### src/rtl/traffic_light_ctrl.sv
// Two-road traffic light controller with demand-driven side-road phase and optional pedestrian walk.
// Define TRAFFIC_PED_EN to compile in the pedestrian request latch and PED_WALK phase.
module traffic_light_ctrl #(
  parameter int CNT_W     = 8,
  parameter int GREEN_T   = 20,
  parameter int MIN_GREEN = 5,
  parameter int YELLOW_T  = 4,
  parameter int ALLRED_T  = 2,
  parameter int WALK_T    = 10
) (
  input  logic       clk,
  input  logic       rst,
  input  logic       s,
  input  logic       ped_req,
  output logic [1:0] light_a,
  output logic [1:0] light_b,
  output logic       walk
);

  typedef enum logic [2:0] {
    A_GREEN   = 3'd0,
    A_YELLOW  = 3'd1,
    ALLRED_AB = 3'd2,
    B_GREEN   = 3'd3,
    B_YELLOW  = 3'd4,
    ALLRED_BA = 3'd5,
    PED_WALK  = 3'd6
  } state_t;

`ifdef TRAFFIC_PED_EN
  localparam logic PED_EN = 1'b1;
`else
  localparam logic PED_EN = 1'b0;
`endif

  localparam logic [1:0] LAMP_RED = 2'b00;
  localparam logic [1:0] LAMP_YEL = 2'b01;
  localparam logic [1:0] LAMP_GRN = 2'b10;

  // A phase of duration D ends on the edge where the timer reads D-1.
  localparam logic [CNT_W-1:0] GREEN_LAST  = CNT_W'(GREEN_T - 1);
  localparam logic [CNT_W-1:0] MIN_LAST    = CNT_W'(MIN_GREEN - 1);
  localparam logic [CNT_W-1:0] YELLOW_LAST = CNT_W'(YELLOW_T - 1);
  localparam logic [CNT_W-1:0] ALLRED_LAST = CNT_W'(ALLRED_T - 1);
  localparam logic [CNT_W-1:0] WALK_LAST   = CNT_W'(WALK_T - 1);
  localparam logic [CNT_W-1:0] TIMER_MAX   = {CNT_W{1'b1}};

  state_t           state_q, state_d;
  logic [CNT_W-1:0] timer_q, timer_d;
  logic             ped_pend_q, ped_pend_d;
  logic             entering_walk_s;

  function automatic logic [1:0] lamp_a_f(input state_t st);
    case (st)
      A_GREEN:  return LAMP_GRN;
      A_YELLOW: return LAMP_YEL;
      default:  return LAMP_RED;
    endcase
  endfunction

  function automatic logic [1:0] lamp_b_f(input state_t st);
    case (st)
      B_GREEN:  return LAMP_GRN;
      B_YELLOW: return LAMP_YEL;
      default:  return LAMP_RED;
    endcase
  endfunction

  // Next-state, phase timer and pedestrian latch.
  always_comb begin
    state_d = state_q;
    case (state_q)
      A_GREEN: begin
        if ((s | ped_pend_q) && (timer_q >= MIN_LAST)) state_d = A_YELLOW;
        else                                          state_d = A_GREEN;
      end
      A_YELLOW: begin
        if (timer_q == YELLOW_LAST) state_d = ALLRED_AB;
        else                        state_d = A_YELLOW;
      end
      ALLRED_AB: begin
        if (timer_q == ALLRED_LAST) state_d = ped_pend_q ? PED_WALK : B_GREEN;
        else                        state_d = ALLRED_AB;
      end
      B_GREEN: begin
        if ((timer_q == GREEN_LAST) || (!s && (timer_q >= MIN_LAST))) state_d = B_YELLOW;
        else                                                           state_d = B_GREEN;
      end
      B_YELLOW: begin
        if (timer_q == YELLOW_LAST) state_d = ALLRED_BA;
        else                        state_d = B_YELLOW;
      end
      ALLRED_BA: begin
        if (timer_q == ALLRED_LAST) state_d = A_GREEN;
        else                        state_d = ALLRED_BA;
      end
      PED_WALK: begin
        if (timer_q == WALK_LAST) state_d = s ? B_GREEN : A_GREEN;
        else                      state_d = PED_WALK;
      end
      default: state_d = ALLRED_BA;
    endcase

    if (state_d != state_q)       timer_d = '0;
    else if (timer_q == TIMER_MAX) timer_d = timer_q;
    else                           timer_d = timer_q + CNT_W'(1);

    entering_walk_s = (state_d == PED_WALK) && (state_q != PED_WALK);
    ped_pend_d      = PED_EN & (ped_req | (ped_pend_q & ~entering_walk_s));
  end

  // State, timer and lamp registers; lamps decode the next state so they move with it.
  always_ff @(posedge clk) begin
    if (rst) begin
      state_q    <= ALLRED_BA;
      timer_q    <= '0;
      ped_pend_q <= 1'b0;
      light_a    <= LAMP_RED;
      light_b    <= LAMP_RED;
      walk       <= 1'b0;
    end else begin
      state_q    <= state_d;
      timer_q    <= timer_d;
      ped_pend_q <= ped_pend_d;
      light_a    <= lamp_a_f(state_d);
      light_b    <= lamp_b_f(state_d);
      walk       <= PED_EN & (state_d == PED_WALK);
    end
  end

endmodule

### config.mk
export PLATFORM = sky130hd
export DESIGN_NAME = traffic_light_ctrl
export DESIGN_NICKNAME = d
export VERILOG_FILES = /design/src/rtl/traffic_light_ctrl.sv
export SDC_FILE = /design/constraint.sdc
export NUM_CORES = 1
export LEC_CHECK = 0
export ABC_AREA = 1
export CAP_MARGIN = 20
export CORE_AREA = 4 4 46 48
export CTS_BUF_LIST = sky130_fd_sc_hd__clkbuf_4
export DETAILED_ROUTE_END_ITERATION = 12
export DIE_AREA = 0 0 50 52
export GPL_ROUTABILITY_DRIVEN = 0
export PLACE_DENSITY = 0.73
export RECOVER_POWER = 25
export SLEW_MARGIN = 10
export SYNTH_ARGS = -nofsm -noshare
export SYNTH_HDL_FRONTEND = slang
export SYNTH_SLANG_ARGS = --single-unit
### constraint.sdc
create_clock -name clk -period 1.7 [get_ports clk]
set_input_delay 0.51 -clock clk [delete_from_list [all_inputs] [get_ports clk]]
set_output_delay 0.51 -clock clk [all_outputs]
set_load 0.005 [all_outputs]
==> flow_metrics.tcl, run 1 <==
set metrics [dict create \
    netlist_top_cells_area "dfxtp_1, nand2_1, nor2_1" \
    leakage_nw 0.513 \
    worst_slack_ns 0.0923 \
    reg2reg_to "timer_q[7]" \
    num_antenna_cells 0 \
    synthTopCellsByCount "nand2_1, nor2_1, inv_1" \
    final-setup-viol-count 0 \
    grt_use_total 0.154 \
    period_share 0.946 \
    ys_types 19 \
    seq_area_frac_synth 0.339 \
    cp.arrival_ns 1.83 \
    drtAntennaViolNets 0 \
    htree_levels 1 \
    startpoint "timer_q[1]" \
    yosysTopAreaCell "dfxtp_1" \
    skew_ns 0.00222 \
    grt_pass1_wl_mm 3.14 \
    drt_iter0_drc 18 \
    first_global_vias 776 \
    area_delta_synth_final_pct 29.9 \
    critPathCaptureType "flip-flop" \
    io_buffers 6 \
    num_vias 857 \
    reg2regPathDepth 10 \
    die_h_um 52 \
    fin_crit_ns 1.61 \
    rows 15 \
    whs_path_depth 2 \
    clk_pin_slew_ns 0.09 \
    synthFlopType "dfxtp_1" \
    synth_top_cell_area_share 0.339 \
    max_cap_violations 0 \
    hpwlAfterDp_mm 1.33 \
    synth_nets 145 \
    grt_antenna_before_repair 0 \
    utilization 0.674 \
    wl_per_cell_um 10.1 \
    syn_area_um2 886 \
    start_kind "flip-flop" \
    nets 161 \
    drc_errors 0 \
    cts_made_buffers 3 \
    core_mm2 0.00171 \
    place_area_um2 1000 \
    postSynthCellCount 138 \
    vdd_ir_drop_max_uv 1100 \
    path_class "flip-flop to flip-flop" \
    report.final.slew_viol_count 0 \
    synthArstFlopShare 0 \
    drt_wl_total_mm 1.80 \
    ys_seq_elements 15 \
    cts_max_path_buffers 2 \
    synth_edf_count 0 \
    max_freq_ghz 0.622 \
    layout-drive-gt1-share 0.288 \
    yosys.cell_count.top_type "nand2_1" \
    fin_area_mm2 0.00115 \
    p_per_area_mw_per_mm2 1330 \
    hold_slack_ns 0.591 \
    syn_area_per_cell_um2 6.42 \
    path_max_fanout 8 \
    via_per_inst 4.81 \
    cts_root_buffer "clkbuf_4" \
    pre_cts_slack_ns -0.273 \
    start_util 0.519 \
    hold_viol 0 \
    pin_count 9 \
    cts_tree "built" \
    finalNonFillerCells 178 \
    grt_max_degree 9 \
    rr_startpoint "timer_q[1]" \
    power_mw 1.54 \
    min_from "timer_q[7]" \
    die_w_um 50 \
    overflow 0 \
    postCtsHoldBufs 0 \
    place_inst 172 \
    hold_path_end "timer_q[7]" \
    worstPathRequired_ns 1.93 \
    dieArea_mm2 0.00260 \
    r2r_slack_ns 0.09 \
    dr.pass1.iters 4 \
    cts.sinks 15 \
    timing.setup.tns_ns 0 \
    status "finished clean" \
    min_path_type "flip-flop to flip-flop" \
    yosysWarningCount 0 \
    clk-insertion-delay-late_ns 0.28 \
]
## routing by layer
metal / wire [um] / global-route usage / vias up
met5: 0 / 0 / -
met4: 28 / 0.0691 / 0
met3: 39 / 0.0258 / 4
met2: 857 / 0.252 / 10
met1: 874 / 0.198 / 385
li1: - / - / 458
## cell type report
cell class,count,area (um^2)
inverters,21,78.8
flip-flops and latches,15,310
fillers,137,557
repair buffers,12,108
multi-input cells,101,593
well taps,25,31.3
clock buffers,4,30.0
## state kept, by name, summed over array words and instances, names as in the netlist
name     flops
state_q      3
timer_q      8
light_a      2
light_b      2
## kinds of logic after synthesis
group / synth area share
and+or+nand+nor: 0.422
buffers and inverters: 0.0975
DFF: 0.339
AOI/OAI and AO/OA: 0.0749
adders and majority gates: 0.0424
xor gates and xnor gates: 0.0198
other: 0.00423
## repair_timing
action / in CTS / in global routing
endpoints found under the setup margin: 1 / 12
endpoints found under the hold margin: 0 / 0
buffers inserted: 0 / 2
resized for setup: 1 / 32
pin swaps: 0 / 9
## placed cells by master (no fill, tap or decap)
cell type        netlist  routed
clkdlybuf4s50_1        0       5
nor3_2                 1       3
o21ai_0                7       6
ha_1                   3       1
buf_4                  1       6
nor2_1                22      15
inv_1                 21      20
o31ai_1                1       1
dfxtp_4                0       1
o21ai_1                0       1
dfxtp_1               15       9
nand2_1               31      27
conb_1                 1       1
dfxtp_2                0       5
inv_2                  0       1
a21oi_1                3       2
a21oi_2                0       1
nor2_2                 5       8
nand2_2                2       6
ha_4                   0       2
nor2_4                 1       5
nand3_4                0       1
nand3_1               14      14
dlymetal6s2s_1         0       1
nor3_1                 6       4
o21ai_2                1       1
xor2_1                 2       2
clkbuf_4               0       4
## critical path, stage by stage (launching register included)
cell	delay, ns
dfxtp_2	0.35
inv_2	0.09
ha_4	0.13
nand2_1	0.08
o21ai_2	0.20
nand3_1	0.09
nor2_1	0.13
nand2_2	0.09
nand2_2	0.09
nand3_4	0.16
nor2_1	0.13
## power by group
part           switching [mW]  internal, mW  leakage (nW)
clock                   0.114         0.107        0.0184
combinational           0.446         0.335         0.371
sequential             0.0894         0.446         0.124
## worst max-delay path by stage
stage               cells after the start          to  slack (ns)
global route                           10  timer_q[7]       -0.02
CTS                                    11  timer_q[0]        0.04
global placement                       10  timer_q[3]       -0.21
detailed placement                      9  timer_q[0]       -0.27
finish                                 10  timer_q[7]        0.09
floorplan                              11  timer_q[6]        0.27
(Power assumes the default switching activity.)
==> run 2, diff against run 1 <==
--- a/config.mk
+++ b/config.mk
@@ -5,14 +5,13 @@
 export SDC_FILE = /design/constraint.sdc
 export NUM_CORES = 1
 export LEC_CHECK = 0
-export ABC_AREA = 1
 export CAP_MARGIN = 20
 export CORE_AREA = 4 4 46 48
 export CTS_BUF_LIST = sky130_fd_sc_hd__clkbuf_4
 export DETAILED_ROUTE_END_ITERATION = 12
 export DIE_AREA = 0 0 50 52
 export GPL_ROUTABILITY_DRIVEN = 0
-export PLACE_DENSITY = 0.73
+export PLACE_DENSITY = 0.75
 export RECOVER_POWER = 25
 export SLEW_MARGIN = 10
 export SYNTH_ARGS = -nofsm -noshare
==> flow_metrics.tcl, run 2 <==
set metrics [dict create \
    status "complete, but fails checks" \
    violations "setup timing" \
    worstPathRequired_ns 1.93 \
    ys_types 42 \
    drc_errors 0 \
    synthXorXnorAreaFrac 0.00960 \
    max_freq_ghz 0.541 \
    rsz0062_at_grt "true" \
    area_delta_synth_final_pct 54.9 \
    cts_max_path_buffers 2 \
    grt_antenna_before_repair 0 \
    rr_startpoint "timer_q[0]" \
    io_buffers 6 \
    nets 147 \
    grt_pass1_wl_mm 4.44 \
    syn_area_um2 912 \
    wl_met3_um 106 \
    yosysTopAreaCell "dfxtp_1" \
    report.final.slew_viol_count 0 \
    overflow 0 \
    drt_iter0_drc 29 \
    start_util 0.534 \
    clk-insertion-delay-late_ns 0.29 \
    start_kind "flip-flop" \
    first_global_vias 975 \
    synth_top_family_by_area "simple AND/OR/NAND/NOR gates" \
    utilization 0.827 \
    min_from "timer_q[1]" \
    rows 15 \
    leakage_nw 0.572 \
    htree_levels 1 \
    path_max_fanout 5 \
    yosysWarningCount 0 \
    max_cap_violations 0 \
    drtAntennaViolNets 0 \
    synth_mux_area_frac 0.0329 \
    pin_count 9 \
    seq_area_frac_synth 0.329 \
    yosys.area_share.simple 0.372 \
    reg_top3 "timer_q: 8 flops, state_q: 3 flops" \
    clk_pin_slew_ns 0.09 \
    die_w_um 50 \
    skew_ns 0.00894 \
    synth_nets 104 \
    fin_crit_ns 1.85 \
    critPathCaptureType "flip-flop" \
    fin_area_mm2 0.00141 \
    dieArea_mm2 0.00260 \
    dr.pass1.iters 4 \
    wl_per_cell_um 16.6 \
    synthTopCellsByCount "dfxtp_1, nor2_1, nand3_1, nor3_1" \
    synth_compound_area_frac 0.156 \
    synthFlopType "dfxtp_1" \
    vdd_ir_drop_max_uv 849 \
    yosys.area_share.adder 0.0412 \
    top_layer "met4" \
    power_mw 1.46 \
    cts_made_buffers 3 \
    postSynthCellCount 97 \
    path_class "flip-flop to flip-flop" \
    layout-drive-gt1-share 0.525 \
    final_common_cell "buf_4" \
    drt_wl_total_mm 2.72 \
    wl_met1_mm 1.10 \
    cts.sinks 15 \
    layout_common_cells "buf_4, dfxtp_1, nor2_1" \
    p_per_area_mw_per_mm2 1030 \
    final-setup-viol-count 13 \
    syn_area_per_cell_um2 9.40 \
    startpoint "timer_q[0]" \
    place_area_mm2 0.00118 \
    die_h_um 52 \
    num_vias 937 \
    postCtsHoldBufs 0 \
    yosys.cell_count.top_type "dfxtp_1" \
    num_antenna_cells 0 \
    hpwlAfterDp_mm 1.73 \
    largest_register_ffs 8 \
    synth_top_cell_area_share 0.329 \
    cp.arrival_ns 2.08 \
    cts_root_buffer "clkbuf_4" \
    ys_seq_elements 15 \
    netlist_top_cells_area "dfxtp_1, ha_1, nor2_1" \
    grt_max_degree 9 \
    via_per_inst 5.71 \
    synthArstFlopShare 0 \
    worst_slack_ns -0.150 \
    period_share 1.09 \
    met2_length_mm 1.45 \
    grt_use_total 0.225 \
    hold_viol 0 \
    synth_edf_count 0 \
    min_path_type "flip-flop to flip-flop" \
    regMostFlops "timer_q" \
    core_mm2 0.00171 \
    cts_tree "built" \
    timing.setup.tns_ns -1.15 \
]
==> run 2: cell types whose count changed after synthesis, moves of 3 or more <==
cell / change
inv_1: -18
mux2i_1: +3
o21ai_0: -3
nor2_2: -5
and3_1: +4
nand2_1: -27
nand2b_1: +3
nor2_1: -13
nand3_1: -8
==> run 2: area by class of cell <==
| cell class | instances | area (um^2) |
|---|---|---|
| Tap cell | 25 | 31.3 |
| Clock buffer | 4 | 30.0 |
| Sequential cell | 15 | 309 |
| Multi-Input combinational cell | 74 | 681 |
| Fill cell | 104 | 295 |
| Inverter | 3 | 13.8 |
| Timing Repair Buffer | 43 | 348 |
==> run 2: final timing paths <==
check	endpoint	slack (ns)	cells past startpoint
hold / removal	timer_q[1]	0.69	3
setup reg to reg	light_a[1]	-0.15	7
hold reg to reg	timer_q[1]	0.69	3
setup / recovery	light_a[1]	-0.15	7
==> run 2: stage by stage <==
step           setup slack (ns)  hold WS (ns)  std cells
2_1_floorplan          -0.00195         0.512         97
3_3_place_gp             -0.508         0.627        150
3_5_place_dp             -0.528         0.638        150
4_1_cts                  -0.134         0.697        157
5_1_grt                  -0.258         0.763        164
6_report                 -0.150         0.690        164
==> run 2: cells by family after synthesis <==
kind of cell / count (synthesis)
AND/OR/NAND/NOR: 48
AO/OA/AOI/OAI: 18
flip-flops: 15
other: 1
XOR/XNOR: 1
multiplexers: 3
adder cells (fa/ha/maj): 3
buffers and inverters: 8
==> run 2: critical path, stage by stage, from the launching register on <==
cell and delay (ns):
dfxtp_4 0.38, ha_4 0.16, nor4b_4 0.13, buf_4 0.15, a32o_1 0.23, a311oi_4 0.27, and3_4 0.28, and4_1 0.20
==> run 2: where the power goes <==
group | total [mW] | switching, mW | internal, mW | leakage, nW
clock | 0.230 | 0.123 | 0.107 | 0.0184
combinational | 0.745 | 0.345 | 0.399 | 0.429
sequential | 0.483 | 0.0585 | 0.424 | 0.124
==> run 2: per-layer routing <==
metal,vias up,global-route usage
met5,-,0
met4,0,0.101
met3,8,0.0516
met2,30,0.424
met1,448,0.234
li1,451,-
==> run 2: what timing repair did <==
item	in CTS	in global routing
pin swaps	10	6
setup endpoints to repair	14	15
setup buffers	3	7
gates resized for setup	23	7
==> run 3, diff against run 2 <==
==> constraint.sdc (replaced) <==
create_clock -name clk -period 2.12 [get_ports clk]
set_input_delay 0.636 -clock clk [delete_from_list [all_inputs] [get_ports clk]]
set_output_delay 0.636 -clock clk [all_outputs]
set_load 0.005 [all_outputs]
==> flow_metrics.tcl, run 3 (synthesis results as in run 2) <==
set metrics [dict create \
    cts_max_path_buffers 2 \
    io_buffers 6 \
    report.final.slew_viol_count 0 \
    num_antenna_cells 0 \
    slew_headroom 0.643 \
    area_delta_synth_final_pct 17.7 \
    r2r_slack_ns 0.17 \
    reg2regPathDepth 5 \
    dieArea_mm2 0.00260 \
    wl_per_cell_um 13.9 \
    place_inst 132 \
    rsz0062_at_grt "false" \
    start_util 0.534 \
    pin_count 9 \
    skew_ns 0.00641 \
    worst_slack_ns 0.168 \
    start_kind "flip-flop" \
    reg2reg_to "light_b[0]" \
    timing.setup.tns_ns 0 \
    cts.sinks 15 \
    core_mm2 0.00171 \
    max_freq_ghz 0.512 \
    hold_viol 0 \
    cts_root_buffer "clkbuf_4" \
    clk-insertion-delay-late_ns 0.29 \
    drt_iter0_drc 10 \
    via_per_inst 5.73 \
    grt_use_total 0.175 \
    first_global_vias 750 \
    dr.pass1.iters 4 \
    min_from "timer_q[1]" \
    path_max_fanout 9 \
    drt_wl_total_mm 1.88 \
    overflow 0 \
    regMostFlops "timer_q" \
    place_area_mm2 0.00103 \
    worstMarginPinSlew_ns 0.531 \
    die_h_um 52 \
    status "finished clean" \
    final-setup-viol-count 0 \
    layout-drive-gt1-share 0.243 \
    leakage_nw 0.439 \
    layout_common_cells "dfxtp_1, nor2_1, buf_4" \
    pre_cts_slack_ns -0.308 \
    grt_pass1_wl_mm 3.39 \
    htree_levels 1 \
    cts_tree "built" \
    whs_path_depth 2 \
    hold_path_end "timer_q[1]" \
    drc_errors 0 \
    cp.arrival_ns 2.12 \
    cts_made_buffers 3 \
    reg_top3 "timer_q: 8 flops, state_q: 3 flops" \
    finalNonFillerCells 136 \
    grt_max_degree 11 \
    period_share 0.921 \
    final_common_cell "dfxtp_1" \
    rows 15 \
    postCtsHoldBufs 0 \
    fin_area_mm2 0.00107 \
    die_w_um 50 \
    path_class "flip-flop to flip-flop" \
    drtAntennaViolNets 0 \
    min_path_type "flip-flop to flip-flop" \
    grt_antenna_before_repair 0 \
    clk_pin_slew_ns 0.09 \
    rr_startpoint "timer_q[5]" \
    fin_crit_ns 1.95 \
    worstPathRequired_ns 2.29 \
    cts_setup_buffers 0 \
    num_vias 779 \
    vdd_ir_drop_max_uv 570 \
    nets 119 \
    max_cap_violations 0 \
    critPathCaptureType "flip-flop" \
    largest_register_ffs 8 \
    p_per_area_mw_per_mm2 850 \
    hpwlAfterDp_mm 1.39 \
]
run 3: per-stage QoR:
step                power [mW]  hold WS, ns   util
floorplan                0.618        0.521      -
global placement         0.728        0.543  0.604
detailed placement       0.747        0.590  0.604
CTS                      0.931        0.600  0.624
global route             0.987        0.621  0.629
finish                   0.912        0.564  0.629
run 3: worst max path at each step:
| stage | from | end | slack (ns) | cells after the start |
|---|---|---|---|---|
| finish | timer_q[5] | light_b[0] | 0.17 | 5 |
| global route | timer_q[5] | light_b[0] | 0.02 | 5 |
| CTS | s | timer_q[0] | 0.008 | 7 |
| detailed placement | s | timer_q[0] | -0.31 | 7 |
| global placement | s | timer_q[0] | -0.26 | 7 |
| floorplan | timer_q[1] | light_b[0] | 0.29 | 7 |
run 3: worst max-delay path, cell delays in order, from the launching register on:
cell and delay [ns]:
dfxtp_1 0.42, nor3_1 0.46, nand2_1 0.21, o211ai_1 0.30
a21boi_0 0.38, nor4b_4 0.07
run 3: layout make-up:
| class | count | area, um^2 |
|---|---|---|
| clock buffer | 4 | 30.0 |
| timing repair buffer | 15 | 134 |
| inverter | 3 | 11.3 |
| tap | 25 | 31.3 |
| fill | 151 | 634 |
| multi-input combinational | 74 | 566 |
| sequential | 15 | 302 |
run 3: metal layers:
layer  track usage  share of wire  vias up
li1              -              -      393
met1         0.199           0.44      364
met2         0.293           0.48       15
met3        0.0430          0.038        7
met4         0.106          0.034        0
met5             0              0        -
run 3: what timing repair did:
| action | 4_1_cts | 5_1_grt |
|---|---|---|
| endpoints found under the setup margin | 2 | 10 |
| cloned | 0 | 0 |
| resized for setup | 1 | 3 |
| pin swaps | 0 | 3 |
run 3: power by group:
group	switching, mW	internal [mW]	total, mW	leakage (nW)
registers	0.0565	0.333	0.390	0.123
logic	0.161	0.182	0.343	0.298
clock network	0.0937	0.0860	0.180	0.0184
total	0.311	0.601	0.912	0.439
